<file path="src/rtl/blink_arb_if.sv">
// Bus bundle for blink_arb: requests and burst lengths in, LED drive and status out.
interface blink_arb_if;
    logic [3:0]  req;
    logic [15:0] blinks;
    logic        led;
    logic [3:0]  gnt;
    logic [3:0]  done;
    logic        busy;
    logic        flg;

    modport master (
        output req, blinks,
        input  led, gnt, done, busy, flg
    );

    modport slave (
        input  req, blinks,
        output led, gnt, done, busy, flg
    );
endinterface

</file>
<file path="src/rtl/blink_arb.sv">
// Round-robin arbiter sharing one LED among four requesters; each winner gets a burst of
// on/off blinks followed by a gap phase, every phase lasting 2^CBITS cycles.
module blink_arb #(
    parameter int unsigned CBITS = 15,
    parameter int unsigned NREQ  = 4
) (
    input  logic        clk_i,
    input  logic        rst_ni,
    blink_arb_if.slave  bus
);

    typedef enum logic [1:0] {StIdle, StOn, StOff, StGap} state_e;

    state_e             state_q, state_d;
    logic [CBITS-1:0]   cnt_q, cnt_d;
    logic [3:0]         rem_q, rem_d;
    logic [1:0]         ptr_q, ptr_d;
    logic [3:0]         gnt_q, gnt_d;
    logic               led_q;

    logic               cnt_max;
    logic               found;
    logic [1:0]         win;
    logic [1:0]         cand;
    logic [3:0]         field;

    assign cnt_max = &cnt_q;

    // Search upward from ptr_q, wrapping modulo 4.
    always_comb begin
        found = 1'b0;
        win   = ptr_q;
        cand  = ptr_q;
        for (int i = 0; i < NREQ; i++) begin
            cand = ptr_q + i[1:0];
            if (!found && bus.req[cand]) begin
                found = 1'b1;
                win   = cand;
            end
        end
        field = bus.blinks[{win, 2'b00} +: 4];
    end

    always_comb begin
        state_d = state_q;
        cnt_d   = (state_q == StIdle) ? '0 : cnt_q + 1'b1;
        rem_d   = rem_q;
        ptr_d   = ptr_q;
        gnt_d   = gnt_q;
        unique case (state_q)
            StIdle: begin
                if (found) begin
                    state_d = StOn;
                    gnt_d   = 4'b0001 << win;
                    rem_d   = (field == 4'd0) ? 4'd1 : field;
                    ptr_d   = win + 2'd1;
                end
            end
            StOn: begin
                if (cnt_max) state_d = StOff;
            end
            StOff: begin
                if (cnt_max) begin
                    rem_d   = rem_q - 4'd1;
                    state_d = (rem_q > 4'd1) ? StOn : StGap;
                end
            end
            StGap: begin
                if (cnt_max) begin
                    state_d = StIdle;
                    gnt_d   = '0;
                end
            end
            default: state_d = StIdle;
        endcase
    end

    always_ff @(posedge clk_i or negedge rst_ni) begin
        if (!rst_ni) begin
            state_q <= StIdle;
            cnt_q   <= '0;
            rem_q   <= '0;
            ptr_q   <= '0;
            gnt_q   <= '0;
            led_q   <= 1'b0;
        end else begin
            state_q <= state_d;
            cnt_q   <= cnt_d;
            rem_q   <= rem_d;
            ptr_q   <= ptr_d;
            gnt_q   <= gnt_d;
            // Lags state by one cycle, giving the two-cycle request-to-LED latency.
            led_q   <= (state_q == StOn);
        end
    end

    assign bus.led  = led_q;
    assign bus.gnt  = gnt_q;
    assign bus.busy = (state_q != StIdle);
    assign bus.flg  = (state_q != StIdle) && cnt_max;
    assign bus.done = (state_q == StGap && cnt_max) ? gnt_q : 4'b0000;

endmodule

</file>
<file path="src/flat_wrapper.sv">
// flat-port wrapper written by rule: the top's interface ports become plain ports
module blink_arb_flat 
#(
    parameter int unsigned CBITS = 15,
    parameter int unsigned NREQ  = 4
)
  (clk_i, rst_ni, bus_req, bus_blinks, bus_led, bus_gnt, bus_done, bus_busy, bus_flg);
  blink_arb_if bus_i ();
  input  logic clk_i;
  input  logic rst_ni;
  input wire logic [$bits(bus_i.req)-1:0] bus_req;
  input wire logic [$bits(bus_i.blinks)-1:0] bus_blinks;
  output wire logic [$bits(bus_i.led)-1:0] bus_led;
  output wire logic [$bits(bus_i.gnt)-1:0] bus_gnt;
  output wire logic [$bits(bus_i.done)-1:0] bus_done;
  output wire logic [$bits(bus_i.busy)-1:0] bus_busy;
  output wire logic [$bits(bus_i.flg)-1:0] bus_flg;
  assign bus_i.req = bus_req;
  assign bus_i.blinks = bus_blinks;
  assign bus_led = bus_i.led;
  assign bus_gnt = bus_i.gnt;
  assign bus_done = bus_i.done;
  assign bus_busy = bus_i.busy;
  assign bus_flg = bus_i.flg;
  blink_arb #(.CBITS(CBITS), .NREQ(NREQ)) u_core (.clk_i(clk_i), .rst_ni(rst_ni), .bus(bus_i));
endmodule
</file>
<file path="config.mk">
export PLATFORM = sky130hd
export DESIGN_NAME = blink_arb_flat
export DESIGN_NICKNAME = d
export VERILOG_FILES = /design/src/rtl/blink_arb_if.sv /design/src/rtl/blink_arb.sv /design/src/flat_wrapper.sv
export SDC_FILE = /design/constraint.sdc
export NUM_CORES = 1
export LEC_CHECK = 0
export ABC_AREA = 1
export BUFFER_PORTS_ARGS = -buffer_cell sky130_fd_sc_hd__buf_2
export CORE_MARGIN = 5
export CORE_UTILIZATION = 40
export CTS_CLUSTER_SIZE = 20
export DETAILED_ROUTE_END_ITERATION = 7
export PLACE_DENSITY = 0.65
export SYNTH_ARGS = -nofsm -noshare
export SYNTH_HDL_FRONTEND = slang
export SYNTH_SLANG_ARGS = --single-unit
export TNS_END_PERCENT = 30
</file>
<file path="constraint.sdc">
create_clock -name clk_i -period 4.49 [get_ports clk_i]
set_input_delay 0.449 -clock clk_i [delete_from_list [all_inputs] [get_ports clk_i]]
set_output_delay 0.449 -clock clk_i [all_outputs]
set_load 0.02 [all_outputs]
</file>
==> results.sh, run 1 <==
export IMPL_crit_path_end_kind="primary output"
export IMPL_synth_seq_cells=28
export IMPL_criticalPathCategory="flop to primary output"
export IMPL_hold_viol=0
export IMPL_cts_sinks=28
export IMPL_cts_root_buf="clkbuf_8"
export IMPL_yosysMostFrequentCell="nand2_1"
export IMPL_clock_skew_ns=0.00198
export IMPL_ys_top_cells_by_count="80 x nand2_1, 37 x nand3_1, 30 x inv_1"
export IMPL_pwr_share_seq_pct=24.5
export IMPL_place_hpwl_um=3400
export IMPL_syn_avg_cell_area_um2=7.12
export IMPL_cp_data_arrival_time_ns=2.42
export IMPL_slew_violations=0
export IMPL_post_cts_setup_buffers=0
export IMPL_clkSlewWorstSetupHoldPaths_ns=0.09
export IMPL_power_total_mw=1.61
export IMPL_dpl_cell_count=386
export IMPL_diodes=0
export IMPL_die_y_um=81.6
export IMPL_synth_area_top_cells="dfrtp_1 34%, nand2_1 15%, nand3_1 9.0%"
export IMPL_grt_pass1_wl_um=7580
export IMPL_h_tree_depth=1
export IMPL_hp_class="input pin to asynchronous set/reset pin"
export IMPL_drt_pass1_iter_count=4
export IMPL_placed_area_um2=2260
export IMPL_power_share_combinational_pct=67.4
export IMPL_grt_max_degree=29
export IMPL_synth_top_area_cell="dfrtp_1"
export IMPL_viasPerCell=4.80
export IMPL_relSlewSlack_pct=58.5
export IMPL_worst_slew_pin_slew_ns=0.623
export IMPL_synth_edff_count=0
export IMPL_postCtsResizedCells=0
export IMPL_final_cells=389
export IMPL_numCtsBuffers=3
export IMPL_ioPinCount=33
export IMPL_ys_async_sr_fraction_pct=100
export IMPL_drtIter0Drc=93
export IMPL_grt_overflow=0
export IMPL_outcome="complete, no violations"
export IMPL_gp_congestion=0.800
export IMPL_power_leakage_nw=1.19
export IMPL_p_per_area_nw_per_um2=700
export IMPL_drt_total_wl_um=4260
export IMPL_critPathLaunchType="flop"
export IMPL_pwr_share_clk_pct=8.1
export IMPL_syn_nets=321
export IMPL_cts_tree="yes"
export IMPL_core_area_um2=5040
export IMPL_start_util_pct=40.7
export IMPL_synth_warnings=0
export IMPL_synth_cell_types=30
export IMPL_drive_gt1_share_pct=19.1
export IMPL_crit_required_ns=4.04
export IMPL_syn_area_um2=2050
export IMPL_fin_crit_ns=2.86
export IMPL_die_width_um=81.6
export IMPL_synth_top_area_share_pct=34.1
export IMPL_grt_antenna_before_repair=0
export IMPL_path_max_fanout=4
export IMPL_p_int_mw=0.748
export IMPL_stdcell_area_um2=2300
export IMPL_syn_inst=288
export IMPL_fin_nets=354
export IMPL_switching_share_pct=53.7
export IMPL_period_share_pct=63.8
export IMPL_portBuffers=32
export IMPL_die_area_um2=6660
export IMPL_tns_ns=0
export IMPL_setup_violations=0
export IMPL_grtUsageTotal_pct=14.0
export IMPL_yosysSeqAreaShare_pct=34.1
export IMPL_power_switching_mw=0.866
export IMPL_irDropWorstVdd_mv=0.411
export IMPL_drc=0
export IMPL_wl_per_cell_um=11.0
export IMPL_cts_buffer_depth=2
export IMPL_rsz0062_at_grt="no"
export IMPL_maxCapViolCount=0
export IMPL_grt_pass1_vias=1795
export IMPL_postCtsHoldBufs=0
export IMPL_synthFlopType="dfrtp_1"
export IMPL_insertion_delay_ns=0.27
export IMPL_postRouteAntennaNets=0
export IMPL_fmax_mhz=349
export IMPL_dr_total_vias=1866
export IMPL_row_count=26
export IMPL_postLayoutCoreUtil_pct=45.7
export IMPL_syn_to_final_growth_pct=12.3
-- metrics by stage --
stage               hold slack, ns  setup WS (ns)
finish                       0.185           1.63
global route                 0.236           1.37
global placement             0.444           2.05
CTS                          0.205           1.63
floorplan                    0.153           2.16
detailed placement           0.459           1.94
-- metal layers --
layer | part of all wire, % | vias to the layer above | global-route usage, %
met5 | 0 | - | 0
met4 | 1.9 | 0 | 5.65
met3 | 4.5 | 7 | 1.86
met2 | 45 | 40 | 23.2
met1 | 49 | 834 | 18.4
li1 | - | 985 | -
-- layout by cell type, fill, tap and decap left out, types with 2 or more instances in the layout --
master / n
nand3_1: 37
clkbuf_8: 3
nand2_1: 80
inv_1: 30
nor2_4: 2
nand2_2: 8
dfrtp_1: 28
nor3_1: 4
nor2_1: 28
nor2_2: 2
inv_2: 5
buf_2: 32
a21oi_1: 14
o21ai_0: 16
ha_1: 11
nand2_4: 5
-- registers in the layout (all words and copies together) (netlist names) --
signal,flops
u_core.bus.gnt,4
u_core.bus.led,1
u_core.cnt_q,15
u_core.ptr_q,2
u_core.rem_q,4
u_core.state_q,2
-- critical path, cell delays in order (launching register included) --
cell	delay [ns]
dfrtp_1	0.38
ha_1	0.17
nand2_1	0.06
inv_2	0.05
nand2_1	0.06
nor2_1	0.13
nand2_1	0.08
nor2_2	0.14
nand2_2	0.09
nor2_4	0.11
nand2_2	0.08
nor2_2	0.14
nand3_2	0.12
inv_1	0.09
nand2_1	0.10
nor2_1	0.15
buf_2	0.19
-- power by group through the flow --
stage	logic [mW]	registers [mW]	clock network, mW
after floorplan	0.906	0.389	0
after global placement	1.08	0.400	0
after detailed placement	1.10	0.401	0
after CTS	1.10	0.395	0.138
after global routing	1.26	0.407	0.147
final	1.09	0.395	0.131
-- path summary, 6_finish.rpt --
| kind | end | slack (ns) | startpoint | depth (start not counted) |
|---|---|---|---|---|
| setup / recovery | bus_done[2] | 1.63 | u_core.cnt_q[0] | 16 |
| hold / removal | u_core.cnt_q[10] | 0.19 | rst_ni | 1 |
| setup reg to reg | u_core.ptr_q[1] | 2.00 | u_core.ptr_q[0] | 12 |
| hold reg to reg | u_core.cnt_q[0] | 0.47 | u_core.cnt_q[0] | 1 |
| max in group asynchronous | u_core.state_q[1] | 3.90 | rst_ni | 1 |
| min in group clk_i | u_core.cnt_q[0] | 0.47 | u_core.cnt_q[0] | 1 |
-- logic make-up after synthesis --
family	after synthesis	synth area share, %
XOR/XNOR	2	0.854
buffers and inverters	40	8.41
adder cells (fa/ha/maj)	11	6.71
flip-flops	28	34.1
AND/OR/NAND/NOR	172	40.6
AO/OA/AOI/OAI	35	9.27
-- final cells by class --
class,count,area [µm²]
well taps,70,87.6
flip-flops and latches,28,701
inverters,36,135
clock buffers,3,41.3
fillers,530,2740
repair buffers,32,160
multi-input cells,220,1180
(Power assumes the default switching activity.)
==> inputs of run 2 (changes only) <==
--- a/config.mk
+++ b/config.mk
@@ -5,13 +5,13 @@
 export SDC_FILE = /design/constraint.sdc
 export NUM_CORES = 1
 export LEC_CHECK = 0
-export ABC_AREA = 1
+export ABC_AREA = 0
 export BUFFER_PORTS_ARGS = -buffer_cell sky130_fd_sc_hd__buf_2
 export CORE_MARGIN = 5
 export CORE_UTILIZATION = 40
 export CTS_CLUSTER_SIZE = 20
 export DETAILED_ROUTE_END_ITERATION = 7
-export PLACE_DENSITY = 0.65
+export PLACE_DENSITY = 0.66
 export SYNTH_ARGS = -nofsm -noshare
 export SYNTH_HDL_FRONTEND = slang
 export SYNTH_SLANG_ARGS = --single-unit
==> constraint.sdc (replaced) <==
create_clock -name clk_i -period 2.8 [get_ports clk_i]
set_input_delay 0.28 -clock clk_i [delete_from_list [all_inputs] [get_ports clk_i]]
set_output_delay 0.28 -clock clk_i [all_outputs]
set_load 0.02 [all_outputs]
==> results.sh, run 2 <==
export IMPL_viasPerCell=5.07
export IMPL_grt_antenna_before_repair=0
export IMPL_grt_overflow=0
export IMPL_crit_chain="and3b_1, a2111oi_2, or2_1, inv_1, a21oi_1, a32oi_1, o21a_1, o22a_1"
export IMPL_gp_congestion=0.772
export IMPL_final_cell_mix="32 x buf_2, 28 x dfrtp_1, 18 x nor2_1"
export IMPL_postCtsHoldBufs=0
export IMPL_cp_data_arrival_time_ns=2.42
export IMPL_synth_warnings=0
export IMPL_syn_to_final_growth_pct=15.6
export IMPL_postCtsResizedCells=0
export IMPL_postRouteAntennaNets=0
export IMPL_synth_top_area_cell="dfrtp_1"
export IMPL_outcome="complete, no violations"
export IMPL_power_leakage_nw=0.968
export IMPL_fin_nets=253
export IMPL_portBuffers=32
export IMPL_drive_gt1_share_pct=22.4
export IMPL_tns_ns=0
export IMPL_setup_violations=0
export IMPL_ys_async_sr_fraction_pct=100
export IMPL_p_per_area_nw_per_um2=398
export IMPL_clock_skew_ns=0.00114
export IMPL_dpl_cell_count=267
export IMPL_relSlewSlack_pct=57.5
export IMPL_drt_pass1_iter_count=4
export IMPL_die_y_um=76.2
export IMPL_worst_slew_pin_slew_ns=0.637
export IMPL_start_util_pct=40.8
export IMPL_cts_tree="yes"
export IMPL_hp_class="input pin to asynchronous set/reset pin"
export IMPL_core_area_um2=4290
export IMPL_yosysSeqAreaShare_pct=40.0
export IMPL_rrSetupSlack_ns=0.56
export IMPL_crit_required_ns=2.98
export IMPL_cts_buffer_depth=2
export IMPL_crit_path_end_kind="flop"
export IMPL_hold_viol=0
export IMPL_power_total_mw=0.807
export IMPL_ioPinCount=33
export IMPL_slew_violations=0
export IMPL_syn_area_um2=1750
export IMPL_period_share_pct=80.1
export IMPL_row_count=24
export IMPL_crit_slowest_cell="dfrtp_1"
export IMPL_synth_seq_cells=28
export IMPL_final_common_cell="buf_2"
export IMPL_criticalPathCategory="flop to flop"
export IMPL_crit_path_max_incr_delay_ns=0.46
export IMPL_grtUsageTotal_pct=12.6
export IMPL_rsz0062_at_grt="no"
export IMPL_drc=0
export IMPL_ys_top_cells_by_count="28 x dfrtp_1, 18 x nor2_1, 16 x nand2_1"
export IMPL_r2r_end="u_core.rem_q[2]"
export IMPL_clkSlewWorstSetupHoldPaths_ns=0.10
export IMPL_fmax_mhz=446
export IMPL_insertion_delay_ns=0.28
export IMPL_critPathLaunchType="flop"
export IMPL_drt_total_wl_um=3400
export IMPL_yosysMostFrequentCell="dfrtp_1"
export IMPL_place_hpwl_um=2580
export IMPL_synth_cell_types=46
export IMPL_synthFlopType="dfrtp_1"
export IMPL_cts_root_buf="clkbuf_8"
export IMPL_path_max_fanout=11
export IMPL_grt_max_degree=29
export IMPL_r2r_cells=8
export IMPL_synth_edff_count=0
export IMPL_dr_total_vias=1374
export IMPL_post_place_ws_ns=0.560
export IMPL_die_area_um2=5810
export IMPL_syn_inst=188
export IMPL_wl_per_cell_um=12.6
export IMPL_synth_area_top_cells="dfrtp_1 40%, ha_1 7.9%, xor2_1 4.0%"
export IMPL_fin_crit_ns=2.24
export IMPL_nFillCells=419
export IMPL_fin_ws_ns=0.557
export IMPL_syn_avg_cell_area_um2=9.32
export IMPL_reg2reg_from="u_core.ptr_q[1]"
export IMPL_maxCapViolCount=0
export IMPL_largest_register="u_core.cnt_q"
export IMPL_numCtsBuffers=3
export IMPL_synth_top_area_share_pct=40.0
export IMPL_post_cts_setup_buffers=0
export IMPL_final_cells=271
export IMPL_h_tree_depth=1
export IMPL_syn_nets=221
export IMPL_irDropWorstVdd_mv=0.215
export IMPL_cts_sinks=28
export IMPL_largest_reg_flops=15
export IMPL_grt_pass1_wl_um=6180
export IMPL_diodes=0
export IMPL_drtIter0Drc=18
export IMPL_die_width_um=76.2
export IMPL_grt_pass1_vias=1400
## run 2: changes by cell type in the layout (fill, tap and decap cells not counted), sizes merged, moves of 4 or more
cell / previous run / this run
nand4: 1 / 5
mux2: 0 / 4
and3: 1 / 5
mux2i: 0 / 5
o21ai: 16 / 10
nand2: 93 / 16
inv: 35 / 12
nand2b: 0 / 5
nand3: 39 / 5
nor2: 33 / 18
xor2: 1 / 8
## run 2: layer usage
layer / GRT usage, % / part of all wire, % / up-vias
met3: 3.19 / 5.0 / 5
li1: - / - / 713
met4: 4.02 / 1.1 / 0
met1: 16.3 / 48 / 628
met5: 0 / 0 / -
met2: 20.4 / 46 / 28
## run 2: worst max path at each step
| stage | from | cells past startpoint | to | slack [ns] |
|---|---|---|---|---|
| after floorplan | u_core.ptr_q[1] | 9 | u_core.rem_q[1] | 0.90 |
| final | u_core.ptr_q[1] | 8 | u_core.rem_q[2] | 0.56 |
| after detailed placement | u_core.ptr_q[1] | 8 | u_core.rem_q[2] | 0.56 |
| after global placement | u_core.ptr_q[1] | 8 | u_core.rem_q[2] | 0.66 |
| after CTS | u_core.ptr_q[1] | 8 | u_core.rem_q[2] | 0.55 |
| after global routing | u_core.ptr_q[1] | 8 | u_core.rem_q[0] | 0.33 |
## run 2: final cells by class
cell class | instances | area, µm² | share of cell area (%)
clock buffers | 3 | 41.3 | 2.04
clock inverters | 1 | 30.0 | 1.48
inverters | 12 | 45.0 | 2.22
multi-input cells | 142 | 976 | 48.2
flip-flops and latches | 28 | 701 | 34.6
well taps | 52 | 65.1 | 3.21
repair buffers | 33 | 168 | 8.28
## run 2: report_power, final
part / internal, mW / leakage (nW) / switching, mW
clock network: 0.192 / 0.0357 / 0.135
logic: 0.0335 / 0.583 / 0.0391
registers: 0.406 / 0.349 / 0.00140
total: 0.631 / 0.968 / 0.176
## run 2: kinds of logic after synthesis
group	synth area share (%)
buf+inv	4.35
xor+xnor	5.50
mux	5.64
compound gates	12.8
simple gates	23.9
flops	40.0
fa+ha+maj	7.85
## run 2: metrics by stage
stage | area [µm²] | util, % | hold WS, ns
6_report | 2030 | 47.2 | 0.00577
5_1_grt | 2030 | 47.2 | 0.0577
4_1_cts | 2030 | 47.2 | 0.0348
3_5_place_dp | 1950 | 45.5 | 0.347
3_3_place_gp | 1950 | 45.5 | 0.340
2_1_floorplan | 1750 | - | -0.0156
## run 2: worst max-delay path: cells and delay by family, from the launching register on
family                 cells  cell delay, ns
buffers and inverters      1            0.19
DFF                        1            0.46
and+or+nand+nor            2            0.63
AOI/OAI and AO/OA          5            0.87
==> inputs of run 3 (changes only) <==
--- a/config.mk
+++ b/config.mk
@@ -11,7 +11,7 @@
 export CORE_UTILIZATION = 40
 export CTS_CLUSTER_SIZE = 20
 export DETAILED_ROUTE_END_ITERATION = 7
-export PLACE_DENSITY = 0.66
+export PLACE_DENSITY = 0.68
 export SYNTH_ARGS = -nofsm -noshare
 export SYNTH_HDL_FRONTEND = slang
 export SYNTH_SLANG_ARGS = --single-unit
==> constraint.sdc (replaced) <==
create_clock -name clk_i -period 1.85 [get_ports clk_i]
set_input_delay 0.185 -clock clk_i [delete_from_list [all_inputs] [get_ports clk_i]]
set_output_delay 0.185 -clock clk_i [all_outputs]
set_load 0.02 [all_outputs]
==> results.sh, run 3 (synthesized netlist as in run 2, its figures left out) <==
export IMPL_crit_path_end_kind="flop"
export IMPL_power_leakage_nw=1.11
export IMPL_cts_tree="yes"
export IMPL_post_place_ws_ns=-0.0646
export IMPL_violations="negative setup slack"
export IMPL_grt_pass1_vias=1511
export IMPL_path_max_fanout=4
export IMPL_gp_congestion=0.813
export IMPL_period_share_pct=102
export IMPL_hold_ws_ns=0.423
export IMPL_drt_total_wl_um=3760
export IMPL_wl_per_cell_um=12.8
export IMPL_fin_ws_ns=-0.0358
export IMPL_postRouteAntennaNets=0
export IMPL_numCtsBuffers=3
export IMPL_dpl_cell_count=285
export IMPL_rsz0062_at_grt="yes"
export IMPL_fin_crit_ns=1.89
export IMPL_grt_overflow=0
export IMPL_irDropWorstVdd_mv=0.386
export IMPL_grt_antenna_before_repair=0
export IMPL_cts_buffer_depth=2
export IMPL_h_tree_depth=1
export IMPL_cp_data_arrival_time_ns=2.10
export IMPL_slew_violations=0
export IMPL_syn_to_final_growth_pct=31.3
export IMPL_clock_skew_ns=0.00387
export IMPL_fmax_mhz=530
export IMPL_diodes=0
export IMPL_dr_total_vias=1492
export IMPL_relSlewSlack_pct=58.1
export IMPL_hold_viol=0
export IMPL_drt_pass1_iter_count=4
export IMPL_p_per_area_nw_per_um2=543
export IMPL_grt_pass1_wl_um=6720
export IMPL_drive_gt1_share_pct=33.3
export IMPL_postLayoutCoreUtil_pct=53.6
export IMPL_largest_reg_flops=15
export IMPL_die_width_um=76.2
export IMPL_final_cell_mix="29 x buf_2, 28 x dfrtp_1, 22 x buf_4"
export IMPL_place_hpwl_um=2850
export IMPL_final_common_cell="buf_2"
export IMPL_maxCapViolCount=0
export IMPL_row_count=24
export IMPL_insertion_delay_ns=0.28
export IMPL_tns_ns=-0.0588
export IMPL_ioPinCount=33
export IMPL_hp_class="input pin to flop"
export IMPL_setup_violations=3
export IMPL_grt_max_degree=29
export IMPL_core_area_um2=4290
export IMPL_fin_nets=277
export IMPL_die_y_um=76.2
export IMPL_criticalPathCategory="flop to flop"
export IMPL_grtUsageTotal_pct=13.4
export IMPL_final_cells=295
export IMPL_outcome="complete, but fails checks"
export IMPL_drc=0
export IMPL_start_util_pct=40.8
export IMPL_critPathLaunchType="flop"
export IMPL_worst_slew_pin_slew_ns=0.629
export IMPL_drtIter0Drc=80
export IMPL_clkSlewWorstSetupHoldPaths_ns=0.10
export IMPL_largest_register="u_core.cnt_q"
export IMPL_die_area_um2=5810
export IMPL_cts_root_buf="clkbuf_8"
export IMPL_cts_sinks=28
export IMPL_crit_required_ns=2.06
export IMPL_portBuffers=32
export IMPL_viasPerCell=5.06
-- run 3: cell count changes in the layout (fill, tap and decap cells not counted), moves of 2 or more --
cell	before	now
buf_2	32	29
buf_4	1	22
buf_6	0	5
or2_4	0	2
-- run 3: metal layers --
metal | GRT usage [%] | vias up | part of all wire [%]
met5 | 0 | - | 0
met4 | 2.27 | 0 | 0.50
li1 | - | 765 | -
met2 | 22.0 | 32 | 47
met1 | 18.5 | 693 | 48
met3 | 2.72 | 2 | 4.3
-- run 3: worst paths after layout --
| check | from | cells after the start | endpoint | slack (ns) |
|---|---|---|---|---|
| worst max-delay path | u_core.ptr_q[0] | 9 | u_core.rem_q[1] | -0.04 |
| worst min-delay path | bus_blinks[13] | 5 | u_core.rem_q[1] | 0.42 |
| worst max register to register | u_core.ptr_q[0] | 9 | u_core.rem_q[1] | -0.04 |
| worst min register to register | u_core.cnt_q[0] | 1 | u_core.cnt_q[0] | 0.48 |
| max in group asynchronous | rst_ni | 2 | u_core.rem_q[0] | 0.99 |
| min in group asynchronous | rst_ni | 2 | u_core.bus.led | 0.45 |
-- run 3: stage by stage --
stage	total power, mW	instance area, µm²
2_1_floorplan	0.693	1760
3_3_place_gp	0.754	2090
3_5_place_dp	0.755	2090
4_1_cts	1.26	2250
5_1_grt	1.31	2300
6_report	1.25	2300
-- run 3: cell type report --
| cell class | count | area, µm² |
|---|---|---|
| clock buffers | 3 | 41.3 |
| clock inverters | 1 | 30.0 |
| fillers | 386 | 1990 |
| inverters | 12 | 47.5 |
| multi-input cells | 142 | 1040 |
| flip-flops and latches | 28 | 701 |
| well taps | 52 | 65.1 |
| repair buffers | 57 | 377 |
-- run 3: what timing repair did --
action | CTS | global route
pin swaps | 8 | 6
setup buffers | 4 | 1
hold buffers | 1 | 0
endpoints found under the hold margin | 28 | 0
setup endpoints to repair | 8 | 13
gates cloned | 0 | 0
gates resized for setup | 10 | 13
-- run 3: power breakdown --
group / total (mW) / switching [mW] / internal, mW
clock network: 0.489 / 0.199 / 0.290
logic: 0.144 / 0.0689 / 0.0748
registers: 0.617 / 0.00213 / 0.615
total: 1.25 / 0.270 / 0.979
-- run 3: worst max-delay path: stages, from the launching register on --
cell	delay, ns
dfrtp_1	0.36
buf_4	0.13
nor2b_1	0.05
o21a_1	0.17
or2_4	0.25
buf_4	0.14
mux2i_1	0.10
a22o_1	0.25
mux2_4	0.27
o21ai_2	0.10
